[src/rtl/wb_init_pkg.sv]
// Shared definitions for the Wishbone logic-analyzer initiator.
// Contents:
//   ADR_W/DAT_W/SEL_W  Wishbone address, data and byte-select widths
//   state_t            initiator FSM encoding (IDLE -> BUS -> RESP -> IDLE)
//   wb_req_t           captured command, driven onto the wbm_* bus registers
package wb_init_pkg;

    localparam int ADR_W = 32;
    localparam int DAT_W = 32;
    localparam int SEL_W = 4;

    typedef enum logic [1:0] {
        ST_IDLE = 2'd0,
        ST_BUS  = 2'd1,
        ST_RESP = 2'd2
    } state_t;

    typedef struct packed {
        logic             we;
        logic [SEL_W-1:0] sel;
        logic [ADR_W-1:0] adr;
        logic [DAT_W-1:0] dat;
    } wb_req_t;

endpackage

[src/rtl/wb_la_initiator_if.sv]
// Bundle of the command, response and Wishbone master signals of the initiator.
// Modports:
//   master  the initiator itself: takes commands, drives the WB cycle, returns responses
//   slave   the environment: command source, response sink and the WB target
interface wb_la_initiator_if;
    import wb_init_pkg::*;

    // Command port
    logic             cmd_valid_i;
    logic             cmd_ready_o;
    logic             cmd_we_i;
    logic [SEL_W-1:0] cmd_sel_i;
    logic [ADR_W-1:0] cmd_adr_i;
    logic [DAT_W-1:0] cmd_dat_i;

    // Response port
    logic             rsp_valid_o;
    logic             rsp_ready_i;
    logic [DAT_W-1:0] rsp_dat_o;
    logic             rsp_err_o;

    // Wishbone classic master
    logic             wbm_cyc_o;
    logic             wbm_stb_o;
    logic             wbm_we_o;
    logic [SEL_W-1:0] wbm_sel_o;
    logic [ADR_W-1:0] wbm_adr_o;
    logic [DAT_W-1:0] wbm_dat_o;
    logic [DAT_W-1:0] wbm_dat_i;
    logic             wbm_ack_i;

    modport master (
        input  cmd_valid_i, cmd_we_i, cmd_sel_i, cmd_adr_i, cmd_dat_i,
        output cmd_ready_o,
        output rsp_valid_o, rsp_dat_o, rsp_err_o,
        input  rsp_ready_i,
        output wbm_cyc_o, wbm_stb_o, wbm_we_o, wbm_sel_o, wbm_adr_o, wbm_dat_o,
        input  wbm_dat_i, wbm_ack_i
    );

    modport slave (
        output cmd_valid_i, cmd_we_i, cmd_sel_i, cmd_adr_i, cmd_dat_i,
        input  cmd_ready_o,
        input  rsp_valid_o, rsp_dat_o, rsp_err_o,
        output rsp_ready_i,
        input  wbm_cyc_o, wbm_stb_o, wbm_we_o, wbm_sel_o, wbm_adr_o, wbm_dat_o,
        output wbm_dat_i, wbm_ack_i
    );

endinterface

[src/rtl/wb_timeout_cnt.sv]
// Bus-cycle watchdog counter.
// Ports:
//   clk, rst_n  clock, asynchronous active-low reset
//   clr         synchronous clear to 0 (has priority over en)
//   en          count up by one
//   tc          high while the count equals TIMEOUT_CYCLES-1
module wb_timeout_cnt #(
    parameter int unsigned TIMEOUT_CYCLES = 255,
    parameter int unsigned TO_W           = 16
) (
    input  logic clk,
    input  logic rst_n,
    input  logic clr,
    input  logic en,
    output logic tc
);

    localparam logic [TO_W-1:0] TC_VAL = TO_W'(TIMEOUT_CYCLES - 1);

    logic [TO_W-1:0] cnt_q;

    // NOTE: state registers use non-blocking assignments so every flop samples
    // the pre-edge value of every other flop, independent of process order.
    always_ff @(posedge clk or negedge rst_n) begin
        if (!rst_n) begin
            cnt_q <= '0;
        end else if (clr) begin
            cnt_q <= '0;
        end else if (en) begin
            cnt_q <= cnt_q + TO_W'(1);
        end
    end

    assign tc = (cnt_q == TC_VAL);

endmodule

[src/rtl/wb_la_initiator.sv]
// Wishbone classic single-transfer initiator driven from logic-analyzer bits.
// Each accepted command issues exactly one WB cycle; the result (read data,
// or zero for writes/timeouts) is held on the response port until consumed.
// Ports:
//   wb_clk_i   clock
//   wb_rst_ni  asynchronous reset, active-low; drops cyc/stb immediately
//   busy_o     high while in BUS or RESP
//   bus        command / response / Wishbone master bundle (master modport)
// Every output comes straight from a flop: there is no input-to-output path.
module wb_la_initiator
    import wb_init_pkg::*;
#(
    parameter int unsigned TIMEOUT_CYCLES = 255,
    parameter int unsigned TO_W           = 16
) (
    input  logic                  wb_clk_i,
    input  logic                  wb_rst_ni,
    output logic                  busy_o,
    wb_la_initiator_if.master     bus
);

    state_t           state_q, state_d;
    wb_req_t          req_q, req_d;
    logic             cyc_q, cyc_d;
    logic             cmd_ready_q, cmd_ready_d;
    logic             busy_q, busy_d;
    logic             rsp_valid_q, rsp_valid_d;
    logic [DAT_W-1:0] rsp_dat_q, rsp_dat_d;
    logic             rsp_err_q, rsp_err_d;

    logic in_bus;
    logic cnt_tc;

    // The watchdog sits at 0 outside BUS so it starts from 0 on every cycle.
    assign in_bus = (state_q == ST_BUS);

    wb_timeout_cnt #(
        .TIMEOUT_CYCLES (TIMEOUT_CYCLES),
        .TO_W           (TO_W)
    ) u_timeout_cnt (
        .clk   (wb_clk_i),
        .rst_n (wb_rst_ni),
        .clr   (!in_bus),
        .en    (in_bus),
        .tc    (cnt_tc)
    );

    // NOTE: every signal driven here gets a default first, so no path through
    // the case leaves one unassigned and no latch is inferred.
    always_comb begin
        state_d     = state_q;
        req_d       = req_q;
        cyc_d       = cyc_q;
        rsp_valid_d = rsp_valid_q;
        rsp_dat_d   = rsp_dat_q;
        rsp_err_d   = rsp_err_q;

        case (state_q)
            ST_IDLE: begin
                // cmd_ready_q is low for the first cycle after reset release.
                if (bus.cmd_valid_i && cmd_ready_q) begin
                    req_d.we  = bus.cmd_we_i;
                    req_d.sel = bus.cmd_sel_i;
                    req_d.adr = bus.cmd_adr_i;
                    req_d.dat = bus.cmd_dat_i;
                    cyc_d     = 1'b1;
                    state_d   = ST_BUS;
                end
            end
            ST_BUS: begin
                // Ack is checked first so an ack on the terminal-count cycle wins.
                if (bus.wbm_ack_i) begin
                    cyc_d       = 1'b0;
                    rsp_valid_d = 1'b1;
                    rsp_dat_d   = req_q.we ? '0 : bus.wbm_dat_i;
                    rsp_err_d   = 1'b0;
                    state_d     = ST_RESP;
                end else if (cnt_tc) begin
                    cyc_d       = 1'b0;
                    rsp_valid_d = 1'b1;
                    rsp_dat_d   = '0;
                    rsp_err_d   = 1'b1;
                    state_d     = ST_RESP;
                end
            end
            ST_RESP: begin
                if (bus.rsp_ready_i) begin
                    rsp_valid_d = 1'b0;
                    state_d     = ST_IDLE;
                end
            end
            default: begin
                cyc_d       = 1'b0;
                rsp_valid_d = 1'b0;
                state_d     = ST_IDLE;
            end
        endcase

        // Status flags are registered from the next state so they line up
        // with the state they describe.
        cmd_ready_d = (state_d == ST_IDLE);
        busy_d      = (state_d != ST_IDLE);
    end

    always_ff @(posedge wb_clk_i or negedge wb_rst_ni) begin
        if (!wb_rst_ni) begin
            state_q     <= ST_IDLE;
            req_q       <= '0;
            cyc_q       <= 1'b0;
            cmd_ready_q <= 1'b0;
            busy_q      <= 1'b0;
            rsp_valid_q <= 1'b0;
            rsp_dat_q   <= '0;
            rsp_err_q   <= 1'b0;
        end else begin
            state_q     <= state_d;
            req_q       <= req_d;
            cyc_q       <= cyc_d;
            cmd_ready_q <= cmd_ready_d;
            busy_q      <= busy_d;
            rsp_valid_q <= rsp_valid_d;
            rsp_dat_q   <= rsp_dat_d;
            rsp_err_q   <= rsp_err_d;
        end
    end

    assign bus.cmd_ready_o = cmd_ready_q;
    assign bus.rsp_valid_o = rsp_valid_q;
    assign bus.rsp_dat_o   = rsp_dat_q;
    assign bus.rsp_err_o   = rsp_err_q;
    assign bus.wbm_cyc_o   = cyc_q;
    assign bus.wbm_stb_o   = cyc_q;
    assign bus.wbm_we_o    = req_q.we;
    assign bus.wbm_sel_o   = req_q.sel;
    assign bus.wbm_adr_o   = req_q.adr;
    assign bus.wbm_dat_o   = req_q.dat;
    assign busy_o          = busy_q;

endmodule

[src/flat_wrapper.sv]
// flat-port wrapper written by rule: the top's interface ports become plain ports
module wb_la_initiator_flat import wb_init_pkg::*;
#(
    parameter int unsigned TIMEOUT_CYCLES = 255,
    parameter int unsigned TO_W           = 16
)
  (wb_clk_i, wb_rst_ni, busy_o, bus_cmd_valid_i, bus_cmd_we_i, bus_cmd_sel_i, bus_cmd_adr_i, bus_cmd_dat_i, bus_cmd_ready_o, bus_rsp_valid_o, bus_rsp_dat_o, bus_rsp_err_o, bus_rsp_ready_i, bus_wbm_cyc_o, bus_wbm_stb_o, bus_wbm_we_o, bus_wbm_sel_o, bus_wbm_adr_o, bus_wbm_dat_o, bus_wbm_dat_i, bus_wbm_ack_i);
  wb_la_initiator_if bus_i ();
  input  logic wb_clk_i;
  input  logic wb_rst_ni;
  output logic busy_o;
  input wire logic [$bits(bus_i.cmd_valid_i)-1:0] bus_cmd_valid_i;
  input wire logic [$bits(bus_i.cmd_we_i)-1:0] bus_cmd_we_i;
  input wire logic [$bits(bus_i.cmd_sel_i)-1:0] bus_cmd_sel_i;
  input wire logic [$bits(bus_i.cmd_adr_i)-1:0] bus_cmd_adr_i;
  input wire logic [$bits(bus_i.cmd_dat_i)-1:0] bus_cmd_dat_i;
  output wire logic [$bits(bus_i.cmd_ready_o)-1:0] bus_cmd_ready_o;
  output wire logic [$bits(bus_i.rsp_valid_o)-1:0] bus_rsp_valid_o;
  output wire logic [$bits(bus_i.rsp_dat_o)-1:0] bus_rsp_dat_o;
  output wire logic [$bits(bus_i.rsp_err_o)-1:0] bus_rsp_err_o;
  input wire logic [$bits(bus_i.rsp_ready_i)-1:0] bus_rsp_ready_i;
  output wire logic [$bits(bus_i.wbm_cyc_o)-1:0] bus_wbm_cyc_o;
  output wire logic [$bits(bus_i.wbm_stb_o)-1:0] bus_wbm_stb_o;
  output wire logic [$bits(bus_i.wbm_we_o)-1:0] bus_wbm_we_o;
  output wire logic [$bits(bus_i.wbm_sel_o)-1:0] bus_wbm_sel_o;
  output wire logic [$bits(bus_i.wbm_adr_o)-1:0] bus_wbm_adr_o;
  output wire logic [$bits(bus_i.wbm_dat_o)-1:0] bus_wbm_dat_o;
  input wire logic [$bits(bus_i.wbm_dat_i)-1:0] bus_wbm_dat_i;
  input wire logic [$bits(bus_i.wbm_ack_i)-1:0] bus_wbm_ack_i;
  assign bus_i.cmd_valid_i = bus_cmd_valid_i;
  assign bus_i.cmd_we_i = bus_cmd_we_i;
  assign bus_i.cmd_sel_i = bus_cmd_sel_i;
  assign bus_i.cmd_adr_i = bus_cmd_adr_i;
  assign bus_i.cmd_dat_i = bus_cmd_dat_i;
  assign bus_cmd_ready_o = bus_i.cmd_ready_o;
  assign bus_rsp_valid_o = bus_i.rsp_valid_o;
  assign bus_rsp_dat_o = bus_i.rsp_dat_o;
  assign bus_rsp_err_o = bus_i.rsp_err_o;
  assign bus_i.rsp_ready_i = bus_rsp_ready_i;
  assign bus_wbm_cyc_o = bus_i.wbm_cyc_o;
  assign bus_wbm_stb_o = bus_i.wbm_stb_o;
  assign bus_wbm_we_o = bus_i.wbm_we_o;
  assign bus_wbm_sel_o = bus_i.wbm_sel_o;
  assign bus_wbm_adr_o = bus_i.wbm_adr_o;
  assign bus_wbm_dat_o = bus_i.wbm_dat_o;
  assign bus_i.wbm_dat_i = bus_wbm_dat_i;
  assign bus_i.wbm_ack_i = bus_wbm_ack_i;
  wb_la_initiator #(.TIMEOUT_CYCLES(TIMEOUT_CYCLES), .TO_W(TO_W)) u_core (.wb_clk_i(wb_clk_i), .wb_rst_ni(wb_rst_ni), .busy_o(busy_o), .bus(bus_i));
endmodule
[config.mk]
export PLATFORM = sky130hd
export DESIGN_NAME = wb_la_initiator_flat
export DESIGN_NICKNAME = d
export VERILOG_FILES = /design/src/rtl/wb_init_pkg.sv /design/src/rtl/wb_la_initiator_if.sv /design/src/rtl/wb_timeout_cnt.sv /design/src/rtl/wb_la_initiator.sv /design/src/flat_wrapper.sv
export SDC_FILE = /design/constraint.sdc
export NUM_CORES = 1
export LEC_CHECK = 0
export ABC_AREA = 1
export CORE_AREA = 4 4 114 116
export DETAILED_ROUTE_END_ITERATION = 10
export DIE_AREA = 0 0 118 120
export GPL_TIMING_DRIVEN = 0
export PLACE_DENSITY = 0.76
export SYNTH_ARGS = -nofsm -noshare
export SYNTH_HDL_FRONTEND = slang
export SYNTH_SLANG_ARGS = --single-unit
export TNS_END_PERCENT = 1
[constraint.sdc]
create_clock -name wb_clk_i -period 1.8 [get_ports wb_clk_i]
set_input_delay 0.18 -clock wb_clk_i [delete_from_list [all_inputs] [get_ports wb_clk_i]]
set_output_delay 0.18 -clock wb_clk_i [all_outputs]
set_load 0.03 [all_outputs]
### After elaboration in Yosys (flattened, before gate mapping)

Index checks and enable logic that the tools add are counted.

* register bits after elaboration: 124
* input port bits: 106
* output and inout port bits: 107
* logic and storage cells: 48

* $add $sub $neg: 1
* equal/unequal tests: 6
* multiplexer cells: 18
* bitwise gates (word level): 2
* reduce and logical (&&, ||, !) cells: 9

Operators by type and width (count)
* 32-bit two-way mux: 3
* 16-bit by 1-bit adder with 16-bit output (second input constant): 1
* 16-bit by 8-bit == test with 1-bit output (second input constant): 1
* 16-bit two-way mux: 1
* 2-bit two-way mux: 4
* 1-bit two-way mux: 7
* 1-bit one-hot mux with 3 select lines: 2
* 2-bit one-hot mux with 3 select lines: 1
* 3-bit AND reduction: 2
* 2-bit zero test: 2
* 2-bit AND reduction: 2
* 2-bit nonzero test: 2
* 3-bit inequality test (second input constant): 1
* 2-bit by 1-bit == test with 1-bit output (second input constant): 1
* 2-bit == test (second input constant): 1
* 2-bit by 1-bit inequality test with 1-bit output (second input constant): 1
* 2-bit inequality test (second input constant): 1
* 1-bit NOT: 2
* 1-bit logical AND: 1

### Logic depth before layout (Yosys ltp)

* depth in word-level cells: 5
* depth in mapped cells: 10
* mapped depth without buffers: 9

### By module

A second synthesis with hierarchy kept.

* cells, all modules: 608
* area total of the unflattened synthesis: 5206.2 um2

By module, submodules not included
* wb_la_initiator: times used 1, cells an instance 478, area each 4261.6 um2, sequential area each 2702.6 um2
* wb_timeout_cnt: times used 1, cells an instance 130, area each 944.7 um2, sequential area each 400.4 um2

### Worst setup path before layout

No wires, ideal clock.

* path type: reg2reg
* from: register u_core.u_timeout_cnt.cnt_q[0]
* to: register u_core.rsp_dat_q[11], in the netlist u_core.bus.rsp_dat_o[11]
* arrival: 1.235 ns
* path slack: 0.447 ns
* cell stages (with the launch flop): 11
* period minus slack after synthesis: 1.353 ns
* cell sequence: dfrtp_1 -> inv_1 -> ha_1 -> nand3_1 -> nor2_2 -> nand2_2 -> nand2_2 -> nand2_4 -> buf_6 -> nand2_1 -> nand2_1

* cells in the longest elaborated chain, start to end: 3

Ends and longest elaborated chain
* from (decl): line wb_timeout_cnt.sv:20 `logic [TO_W-1:0] cnt_q;`
* from (signal assigned): line wb_timeout_cnt.sv:30 `cnt_q <= cnt_q + TO_W'(1);`
* 16-bit by 8-bit == test with 1-bit output: line wb_timeout_cnt.sv:34 `assign tc = (cnt_q == TC_VAL);`
* 2-bit nonzero test (no line)
* 2-bit AND reduction (no line)
* to (signal assigned): line wb_la_initiator.sv:122 `rsp_dat_q <= rsp_dat_d;`
* to (decl): line wb_la_initiator.sv:28 `logic [DAT_W-1:0] rsp_dat_q, rsp_dat_d;`

Every way passes these cells.
A chain may end at the register's enable or synchronous reset.

### Final worst setup path

* from: register u_core.cyc_q, in the netlist u_core.bus.wbm_cyc_o
* to: output port bus_wbm_cyc_o

RTL lines
* from (decl): line wb_la_initiator.sv:24 `logic cyc_q, cyc_d;`
* from (signal assigned): line wb_la_initiator.sv:118 `cyc_q <= cyc_d;`
* to (decl): line flat_wrapper.sv:22 `output wire logic [$bits(bus_i.wbm_cyc_o)-1:0] bus_wbm_cyc_o;`

No word-level cell between the ends.

==> flow_summary.yaml <==
routing:
  dr.pass1.iters: 4
  finalWirelength_mm: 14.9
  drt_iter0_drc: 163
  avgRoutedWirePerCell_um: 15.3
  ant_nets: 0
  dr_total_vias: 4713
  drc_errors: 0
  routed_via_density: 4.86
placement:
  io_buffer_count: 211
  hpwl_mm: 10.9
  pre_cts_ws_ns: 0.162
  gp_congestion: 0.823
  dp_cells: 937
floorplan:
  die_area_um2: 14200
  ioPinCount: 213
  die_h_um: 120
  rows: 40
  start_util: 0.424
  core-area_um2: 11900
  dieWidth_um: 118
worst_setup_path:
  arrival_ns: 1.50
  worstPathRequired_ns: 1.62
  path_max_fanout: 3
  path_delay_family: "buffers and inverters"
  path_class: "flip-flop to output pin"
  endpoint_kind: "output pin"
  cp-start-kind: "flip-flop"
  cp_cell_sequence: "clkdlybuf4s50_1"
  worst_path_max_delay_cell: "clkdlybuf4s50_1"
  crit_buf_inv: 1
  r2r_slack_ns: 0.28
  crit_path_max_incr_delay_ns: 0.70
run_status:
  outcome: "complete, no violations"
layout:
  final_nets: 918
  antenna_cells: 0
  area_growth_pct: 58.5
  final_cell_count_no_fill: 970
  drive_gt1_frac: 0.0814
synth:
  syn_area_um2: 5060
  avgSynthCellArea_um2: 8.75
  synth-main-ff-cell: "dfrtp_1"
  syn_nets: 686
  synthCells: 578
  synth_seq_area_share: 0.614
  synth_edf_count: 0
  synth_cell_types: 23
  async_flop_share: 1.00
  yosysWarnings: 0
  ys_seq_elements: 124
clock_network:
  cts_root_buf: "clkbuf_16"
  post_cts_buffers: 0
  insertion_delay_ns: 0.41
  cts.clk_slew.worst_paths_ns: 0.06
  cts_tree: "built"
  numCtsBuffers: 17
  clockBufferDepth: 2
  ctsHtreeMaxLevel: 4
  clkSinkCount: 124
sta:
  layout_setup_ws_ns: 0.115
  drv_slew: 0
  post-route-period-util: 0.936
  worst_slew_pin_slew_ns: 0.583
  finalCriticalPeriod_ns: 1.68
  timing.fmax_ghz: 0.594
  rsz0062_at_grt: "no"
  hold_viol: 0
  max_slew_margin: 0.612
  finalSetupViolCount: 0
  fin_skew_ns: 0.00746
grt:
  track_usage: 0.213
  grt_pass1_wl_mm: 24.1
  grt_remaining_overflow: 0
  grt_max_degree: 64
  antenna_found_initial: 0
  first_global_vias: 4926
power:
  p_per_area_nw_per_um2: 1940
  vdd_drop_max_mv: 1.00
  power.leakage_uw: 0.00390
hold_path:
  hold_path.class: "input pin to flip-flop"
run:
  drv_cap: 0
## power by group
group / internal, uW / leakage, uW / switching [uW]
Sequential: 3960 / 0.00158 / 682
Clock: 2260 / 0.000292 / 1270
Combinational: 2860 / 0.00203 / 4540
## synthesized netlist by cell type (2+ instances only)
cell	number	area share
nor2_2	3	0.0037
nand3_2	2	0.0040
buf_4	2	0.0030
nand2_1	293	0.22
nor3_1	6	0.0059
nand3_1	6	0.0059
nand4_1	33	0.041
o21ai_0	9	0.0089
ha_1	2	0.0049
buf_6	3	0.0067
o21bai_1	2	0.0030
inv_2	2	0.0015
buf_2	12	0.012
inv_1	20	0.015
a21oi_1	8	0.0079
nor2_1	28	0.021
dfrtp_1	124	0.61
clkbuf_1	12	0.0089
nand2_2	7	0.0087
## routing by layer
layer / up-vias / GRT usage / part of all wire
met5: - / 0 / 0
met4: 0 / 0.0711 / 0.017
met3: 21 / 0.0697 / 0.067
met2: 171 / 0.373 / 0.52
li1: 2278 / - / -
met1: 2243 / 0.246 / 0.40
## layout by cell type (no fill, tap or decap), types with 3 or more instances in the layout
cell,instances
nand4_1,33
dfrtp_1,124
nor2_2,3
a21oi_1,8
clkdlybuf4s50_1,209
clkinvlp_4,4
nand3_1,6
inv_1,20
nand2_2,7
buf_2,12
clkbuf_1,12
nor2_1,28
clkbuf_16,17
nor3_1,6
bufinv_16,3
buf_6,4
o21ai_0,9
nand2_1,293
## kinds of logic (layout without fill, tap and decap cells)
family,Yosys count,count (layout),share of synthesized area
AO/OA/AOI/OAI,20,20,0.0210
XOR/XNOR,1,1,0.00173
adder cells (fa/ha/maj),2,2,0.00495
buffers and inverters,51,296,0.0468
flip-flops,124,124,0.614
AND/OR/NAND/NOR,380,380,0.312
## through the flow
stage	utilization	instance area (um^2)	TNS (ns)	total power [uW]	hold WS, ns
3_5_place_dp	0.620	7380	0	12100	0.201
5_1_grt	0.673	8010	0	16400	0.161
3_3_place_gp	0.617	7350	-515.15	11900	0.456
6_report	0.673	8010	0	15600	0.150
2_1_floorplan	-	5060	0	8740	-0.116
4_1_cts	0.672	8010	0	15700	0.136
## cell type report
| cell class | instances | area, um^2 |
|---|---|---|
| Tap cell | 147 | 184 |
| Timing Repair Buffer | 213 | 2150 |
| Sequential cell | 124 | 3100 |
| Clock buffer | 19 | 453 |
| Fill cell | 950 | 3900 |
| Buffer | 29 | 154 |
| Clock inverter | 13 | 165 |
| Inverter | 22 | 82.6 |
| Multi-Input combinational cell | 403 | 1720 |
## final timing paths
| path | start | end | cells after the start |
|---|---|---|---|
| setup reg to reg | u_core.state_q[1] | u_core.bus.wbm_we_o | 5 |
| min in group asynchronous | wb_rst_ni | u_core.bus.wbm_dat_o[0] | 2 |
| hold reg to reg | u_core.bus.rsp_dat_o[27] | u_core.bus.rsp_dat_o[27] | 2 |
| setup / recovery | u_core.bus.wbm_cyc_o | bus_wbm_cyc_o | 1 |
| max in group asynchronous | wb_rst_ni | u_core.bus.rsp_dat_o[28] | 3 |
| hold / removal | bus_wbm_ack_i | u_core.bus.rsp_dat_o[5] | 3 |
## worst reg2reg max path, delay by kind of cell, from the launching register on
family	cells	cell delay (ns)
buffers and inverters	2	0.51
flip-flops	1	0.42
AND/OR/NAND/NOR	2	0.35
AO/OA/AOI/OAI	1	0.11
## state kept, by name, indices dropped and copies added, names as in the netlist
register                    count
u_core.u_timeout_cnt.cnt_q     16
u_core.bus.rsp_dat_o           32
u_core.bus.cmd_ready_o          1
u_core.busy_o                   1
u_core.bus.wbm_sel_o            4
u_core.bus.wbm_cyc_o            1
u_core.state_q                  2
u_core.bus.wbm_adr_o           32
u_core.bus.rsp_err_o            1
u_core.bus.wbm_we_o             1
u_core.bus.rsp_valid_o          1
u_core.bus.wbm_dat_o           32
## repair_timing
action                     CTS  global route
setup endpoints to repair    0             1
hold buffers                 1             0
hold endpoints to repair    61             0
resized for setup            0             1
(Power assumes the default switching activity.)
